`config.mk`:
```
export PLATFORM = sky130hd
export DESIGN_NAME = sobol_seq_ctrl
export DESIGN_NICKNAME = d
export VERILOG_FILES = /design/src/rtl/sobol_pkg.sv /design/src/rtl/sobol_cfg_regfile.sv /design/src/rtl/sobol_seq_ctrl.sv
export SDC_FILE = /design/constraint.sdc
export NUM_CORES = 1
export LEC_CHECK = 0
export ABC_AREA = 1
export CAP_MARGIN = 30
export CORE_AREA = 2 2 171 173
export DETAILED_ROUTE_END_ITERATION = 10
export DIE_AREA = 0 0 173 175
export DONT_BUFFER_PORTS = 1
export PLACE_DENSITY = 0.67
export SLEW_MARGIN = 25
export SYNTH_ARGS = -nofsm -noshare
export SYNTH_HDL_FRONTEND = slang
export SYNTH_HIERARCHICAL = 1
export SYNTH_SLANG_ARGS = --single-unit
```
`constraint.sdc`:
```
create_clock -name clk -period 2.8 [get_ports clk]
set_input_delay 0.56 -clock clk [delete_from_list [all_inputs] [get_ports clk]]
set_output_delay 0.56 -clock clk [all_outputs]
set_load 0.01 [all_outputs]
```
`src/rtl/sobol_pkg.sv`:
```
// rtl/sobol_pkg.sv - shared types and constants for the Sobol sequencer
package sobol_pkg;

  typedef enum logic [1:0] {
    S_IDLE = 2'd0,
    S_RUN  = 2'd1,
    S_GAP  = 2'd2,
    S_EMIT = 2'd3
  } state_t;

  localparam int SOBOL_W = 6;
  localparam int IDX_W   = 6;
  localparam int NUM_M   = 6;

  // Direction number m<k> (k = 1..6) occupies [m_lo(k) +: SOBOL_W] of a packed m word.
  function automatic int m_lo(input int k);
    return (k - 1) * SOBOL_W;
  endfunction

endpackage

```
`src/rtl/sobol_cfg_regfile.sv`:
```
// rtl/sobol_cfg_regfile.sv - per-dimension direction-number storage
// Writes are dropped while locked; a same-cycle write is forwarded to the read port.
module sobol_cfg_regfile
  import sobol_pkg::*;
#(
  parameter int NDIM = 4,
  parameter int W    = SOBOL_W
) (
  input  logic                      clk,
  input  logic                      rst,
  input  logic                      lock,
  input  logic                      we,
  input  logic [$clog2(NDIM)-1:0]   waddr,
  input  logic [NUM_M*W-1:0]        wdata,
  input  logic [$clog2(NDIM)-1:0]   raddr,
  output logic [NUM_M*W-1:0]        rdata
);

  logic [NUM_M*W-1:0] m_reg [NDIM];
  logic               wr;

  assign wr = we && !lock && (int'(waddr) < NDIM);

  always_ff @(posedge clk or negedge rst) begin
    if (!rst) begin
      for (int i = 0; i < NDIM; i++) m_reg[i] <= '0;
    end else if (wr) begin
      m_reg[waddr] <= wdata;
    end
  end

  // Forwarding lets a start issued with a config write run on the new value.
  assign rdata = (wr && waddr == raddr) ? wdata : m_reg[raddr];

endmodule

```
`src/rtl/sobol_seq_ctrl.sv`:
```
// rtl/sobol_seq_ctrl.sv - time-shares one Sobol step datapath across NDIM dimensions
// Walks dims per point index, captures each result, emits the assembled point.
module sobol_seq_ctrl
  import sobol_pkg::*;
#(
  parameter int NDIM    = 4,
  parameter int W       = SOBOL_W,
  parameter int TIMEOUT = 255
) (
  input  logic                     clk,
  input  logic                     rst,
  input  logic                     start,
  input  logic                     abort,
  input  logic [IDX_W-1:0]         num_pts,
  input  logic                     cfg_we,
  input  logic [$clog2(NDIM)-1:0]  cfg_dim,
  input  logic [NUM_M*W-1:0]       cfg_m,
  output logic                     unit_en,
  output logic [NUM_M*W-1:0]       unit_m,
  output logic [IDX_W-1:0]         unit_count,
  output logic [W-1:0]             unit_xprev,
  input  logic                     unit_valid,
  input  logic [W-1:0]             unit_x,
  output logic                     pt_valid,
  input  logic                     pt_ready,
  output logic [NDIM*W-1:0]        pt_data,
  output logic [IDX_W-1:0]         pt_index,
  output logic                     busy,
  output logic                     done,
  output logic                     err
);

  localparam int DW = $clog2(NDIM);
  localparam int TW = $clog2(TIMEOUT + 1);

  state_t           state, state_n;
  logic [IDX_W-1:0] idx, idx_n, npts, npts_n;
  logic [DW-1:0]    dim, dim_n;
  logic [TW-1:0]    wd, wd_n;
  logic [W-1:0]     x_reg [NDIM];
  logic             err_n, done_n, capture;
  logic [NUM_M*W-1:0] m_rd;

  sobol_cfg_regfile #(.NDIM(NDIM), .W(W)) u_cfg (
    .clk   (clk),
    .rst   (rst),
    .lock  (busy),
    .we    (cfg_we),
    .waddr (cfg_dim),
    .wdata (cfg_m),
    .raddr (dim_n),
    .rdata (m_rd)
  );

  always_comb begin
    state_n = state;
    idx_n   = idx;
    dim_n   = dim;
    npts_n  = npts;
    wd_n    = wd;
    err_n   = err;
    done_n  = 1'b0;
    capture = 1'b0;
    case (state)
      S_IDLE: begin
        if (start) begin
          err_n = 1'b0;
          if (num_pts == '0) begin
            done_n = 1'b1;
          end else begin
            npts_n  = num_pts;
            idx_n   = '0;
            dim_n   = '0;
            wd_n    = '0;
            state_n = S_RUN;
          end
        end
      end
      S_RUN: begin
        if (unit_valid) begin
          capture = 1'b1;
          state_n = S_GAP;
        end else if (wd == TW'(TIMEOUT - 1)) begin
          err_n   = 1'b1;
          done_n  = 1'b1;
          state_n = S_IDLE;
        end else begin
          wd_n = wd + TW'(1);
        end
      end
      S_GAP: begin
        wd_n = '0;
        if (dim == DW'(NDIM - 1)) begin
          state_n = S_EMIT;
        end else begin
          dim_n   = dim + DW'(1);
          state_n = S_RUN;
        end
      end
      S_EMIT: begin
        if (pt_ready) begin
          if (idx == npts - IDX_W'(1)) begin
            done_n  = 1'b1;
            state_n = S_IDLE;
          end else begin
            idx_n   = idx + IDX_W'(1);
            dim_n   = '0;
            wd_n    = '0;
            state_n = S_RUN;
          end
        end
      end
      default: state_n = S_IDLE;
    endcase
    // Abort overrides every same-cycle event: no capture, no done, no new error.
    if (abort && state != S_IDLE) begin
      state_n = S_IDLE;
      done_n  = 1'b0;
      capture = 1'b0;
      err_n   = err;
    end
  end

  always_ff @(posedge clk or negedge rst) begin
    if (!rst) begin
      state      <= S_IDLE;
      idx        <= '0;
      dim        <= '0;
      npts       <= '0;
      wd         <= '0;
      for (int i = 0; i < NDIM; i++) x_reg[i] <= '0;
      unit_en    <= 1'b0;
      unit_m     <= '0;
      unit_count <= '0;
      unit_xprev <= '0;
      pt_valid   <= 1'b0;
      pt_data    <= '0;
      pt_index   <= '0;
      busy       <= 1'b0;
      done       <= 1'b0;
      err        <= 1'b0;
    end else begin
      state    <= state_n;
      idx      <= idx_n;
      dim      <= dim_n;
      npts     <= npts_n;
      wd       <= wd_n;
      err      <= err_n;
      done     <= done_n;
      busy     <= (state_n != S_IDLE);
      unit_en  <= (state_n == S_RUN);
      pt_valid <= (state_n == S_EMIT);
      if (state_n == S_RUN) begin
        unit_m     <= m_rd;
        unit_count <= idx_n;
        unit_xprev <= (idx_n == '0) ? '0 : x_reg[dim_n];
      end
      if (capture) begin
        x_reg[dim]         <= unit_x;
        pt_data[dim*W +: W] <= unit_x;
      end
      if (state_n == S_EMIT && state != S_EMIT) pt_index <= idx;
    end
  end

endmodule
```
==> flow_summary_export.csv <==
group,metric,value,unit
outcome,status,"finished with violations",
outcome,violations,"hold timing",
critical_path,worst-setup-path-type,"reg2reg",
hold_path,min_path_type,"in2async",
floorplanning,start_util,0.492,
finish,fillCellCount,2676,
logic_synthesis,synth_top_flop_cell,"dfrtp_1",
global_route,grt_pass1_wl,57100,um
logic_synthesis,synth_mux_area_frac,0,
placed_design,io_buffers,0,
timing,timing.final.crit_share,0.951,
detailed_routing,dr.first_iter.drc_count,1031,
finish,layout-drive-gt1-share,0.103,
placed_design,gp_congestion,0.854,
timing,period_needed,2660,ps
logic_synthesis,ys_async_sr_fraction,1.00,
logic_synthesis,ys_ff_latch,275,
logic_synthesis,synth_top_area_frac,0.493,
detailed_routing,routed_via_density,5.06,
cts,cts_buffer_depth,3,
run,maxCapViolCount,0,
logic_synthesis,synth-edff-count,0,
finish,final_area,15900,um2
timing,finalSetupViolCount,0,
logic_synthesis,synthesis.area,14000,um2
logic_synthesis,ys_seq_area_frac,0.493,
timing,rsz0062_at_grt,"true",
logic_synthesis,synth_xor_area_frac,0.00439,
cts,cts_tree,"done",
critical_path,cpPeakStageDelay,360,ps
logic_synthesis,synth_common_cells,"705 x nand2_1, 275 x dfrtp_1, 264 x inv_1",
placed_design,placed_cell_area,14500,um2
finish,num_antenna_cells,0,
timing,fin_tns_setup,0,ps
cts,cts_made_buffers,30,
power_and_ir_drop,ir_drop,0.569,mV
floorplanning,coreArea,28400,um2
finish,largest_reg_flops,144,
global_route,grt.total_usage,0.228,
detailed_routing,num_vias,11568,
timing,slew_headroom,0.382,
timing,hold_violations,275,
logic_synthesis,ys.warnings.count,6,
critical_path,cp.required,3230,ps
logic_synthesis,synth_simple_gate_area_frac,0.292,
critical_path,end_kind,"register",
critical_path,crit_chain,"inv_2 > ha_4 > inv_2 > nand2_2 > nand2_2 > nor2_4 > nand3_2 > nor2_4 > nand4_4 > nand3_4 > nand2_4 > nand2_4 > buf_8 > xnor2_4 > nand3_4 > clkbuf_16 > nand2_2 > nand2_1 > nand2_1 > nand2_1",
logic_synthesis,yosysMostFrequentCell,"nand2_1",
finish,area_growth_syn_to_layout,14.0,%
detailed_routing,routed_wl,34600,um
floorplanning,dieArea,30300,um2
critical_path,start_kind,"register",
logic_synthesis,synth_top_family_by_area,"simple AND/OR/NAND/NOR gates",
logic_synthesis,yosysUniqueCellTypes,46,
timing,worst_slew_pin_slew,927,ps
detailed_routing,routedWlPerCell,15.1,um
logic_synthesis,synth_compound_area_frac,0.0906,
power_and_ir_drop,total_power,18.3,mW
cts,insertion_delay,550,ps
critical_path,arrival,3090,ps
cts,cts.sinks,275,
timing,fmax,0.376,GHz
floorplanning,die_h,175,um
logic_synthesis,synth_fp_nets,1934,
detailed_routing,ant_nets,0,
cts,root_buffer,"clkbuf_16",
placed_design,hpwl,21600,um
logic_synthesis,synthCells,1861,
logic_synthesis,synth.avg_cell_area,7.51,um2
global_route,grt_max_degree,276,
logic_synthesis,yosys.area.top_type,"dfrtp_1",
critical_path,path_max_fanout,7,
timing,hold_ws,-271,ps
cts,htreeDepth,1,
floorplanning,num_io_pins,140,
floorplanning,rows,62,
timing,finalMaxSlewViolations,0,
critical_path,regToRegSetupSlack,140,ps
global_route,antenna_found_initial,0,
power_and_ir_drop,cellLeakagePower,8.46,nW
detailed_routing,drc,0,
timing,clock_skew,10.3,ps
detailed_routing,drt_first_pass_iters,5,
logic_synthesis,synth_adder_area_share,0.0143,
power_and_ir_drop,p_per_area,1150,nW/um2
cts,clk_pin_slew_worst_paths,60,ps
global_route,overflow,0,
logic_synthesis,synth.area.top_cells,"dfrtp_1 49%, nand2_1 19%, o21ai_0 7.4%",
floorplanning,die_w,173,um
global_route,grt_pass1_vias,11091,
finish,nets,1953,
critical_path,cpMaxStageDelayCell,"dfrtp_1",
[metrics by stage]
step           hold slack [ps]  utilization  setup slack, ps  std cells
6_report                  -271        0.561              138       2288
3_5_place_dp               282        0.510             -215       2213
2_1_floorplan              264            -              125       1861
4_1_cts                   -294        0.549             15.6       2274
3_3_place_gp               275        0.510             -178       2213
5_1_grt                   -312        0.561            -29.7       2288
[critical path, delay by kind of cell, from the launching register on]
family                   cells  cell delay [ps]
AND/OR/NAND/NOR             14             1280
adder cells (fa/ha/maj)      1              260
buffers and inverters        4              510
XOR/XNOR                     1              130
flip-flops                   1              360
[report_power, final]
part / switching, mW / internal, mW
Sequential: 1.13 / 5.65
Combinational: 4.64 / 2.82
Clock: 1.57 / 2.44
Total: 7.34 / 10.9
[area by class of cell]
cell class                      count  area [um2]  share of cell area
Clock buffer                       46         922              0.0579
Clock inverter                     10         106             0.00668
Inverter                          275        1030              0.0648
Multi-Input combinational cell   1228        5750               0.361
Sequential cell                   275        6880               0.432
Tap cell                          384         480              0.0302
Timing Repair Buffer               70         746              0.0468
[worst paths after layout]
kind	start	end	cells past startpoint
min in group clk	num_pts[3]	npts[3]$_DFFE_PN0P_	2
worst max register to register	npts[1]$_DFFE_PN0P_	unit_m[6]$_DFFE_PN0P_	20
max in group asynchronous	rst	x_reg[9]$_DFFE_PN0P_	0
worst min register to register	u_cfg/m_reg[21]$_DFFE_PN0P_	u_cfg/m_reg[21]$_DFFE_PN0P_	2
worst max-delay path	npts[1]$_DFFE_PN0P_	unit_m[6]$_DFFE_PN0P_	20
worst min-delay path	rst	pt_index[4]$_DFFE_PN0P_	0
[what timing repair did]
action | CTS | global route
cloned | 1 | 3
setup endpoints to repair | 36 | 42
pin swaps | 2 | 18
endpoints found under the hold margin | 275 | 275
gates resized for setup | 4 | 50
buffers inserted | 4 | 11
[cell families (layout without fill, tap and decap cells)]
family	count (synthesis)	count (layout)
and+or+nand+nor	963	964
xor gates and xnor gates	7	7
DFF	275	275
AOI/OAI and AO/OA	241	241
adders and majority gates	16	16
buffers and inverters	359	401
[layer usage]
layer | global-route usage | wire length [um] | up-vias
li1 | - | - | 5811
met1 | 0.316 | 15900 | 5446
met2 | 0.372 | 15900 | 276
met5 | 0 | 0 | -
met4 | 0.0523 | 537 | 0
met3 | 0.0455 | 2280 | 35
[placed cells by master (no fill, tap or decap), drive strengths merged, types with 6 or more instances in the layout]
cell	n
nand2	712
nor2	53
nor3	7
nand3	168
nand4	11
dfrtp	275
buf	67
clkinv	6
inv	276
o21ai	212
ha	16
nand3b	6
a21oi	11
clkbuf	49
Power figures use the tool's default switching activity.
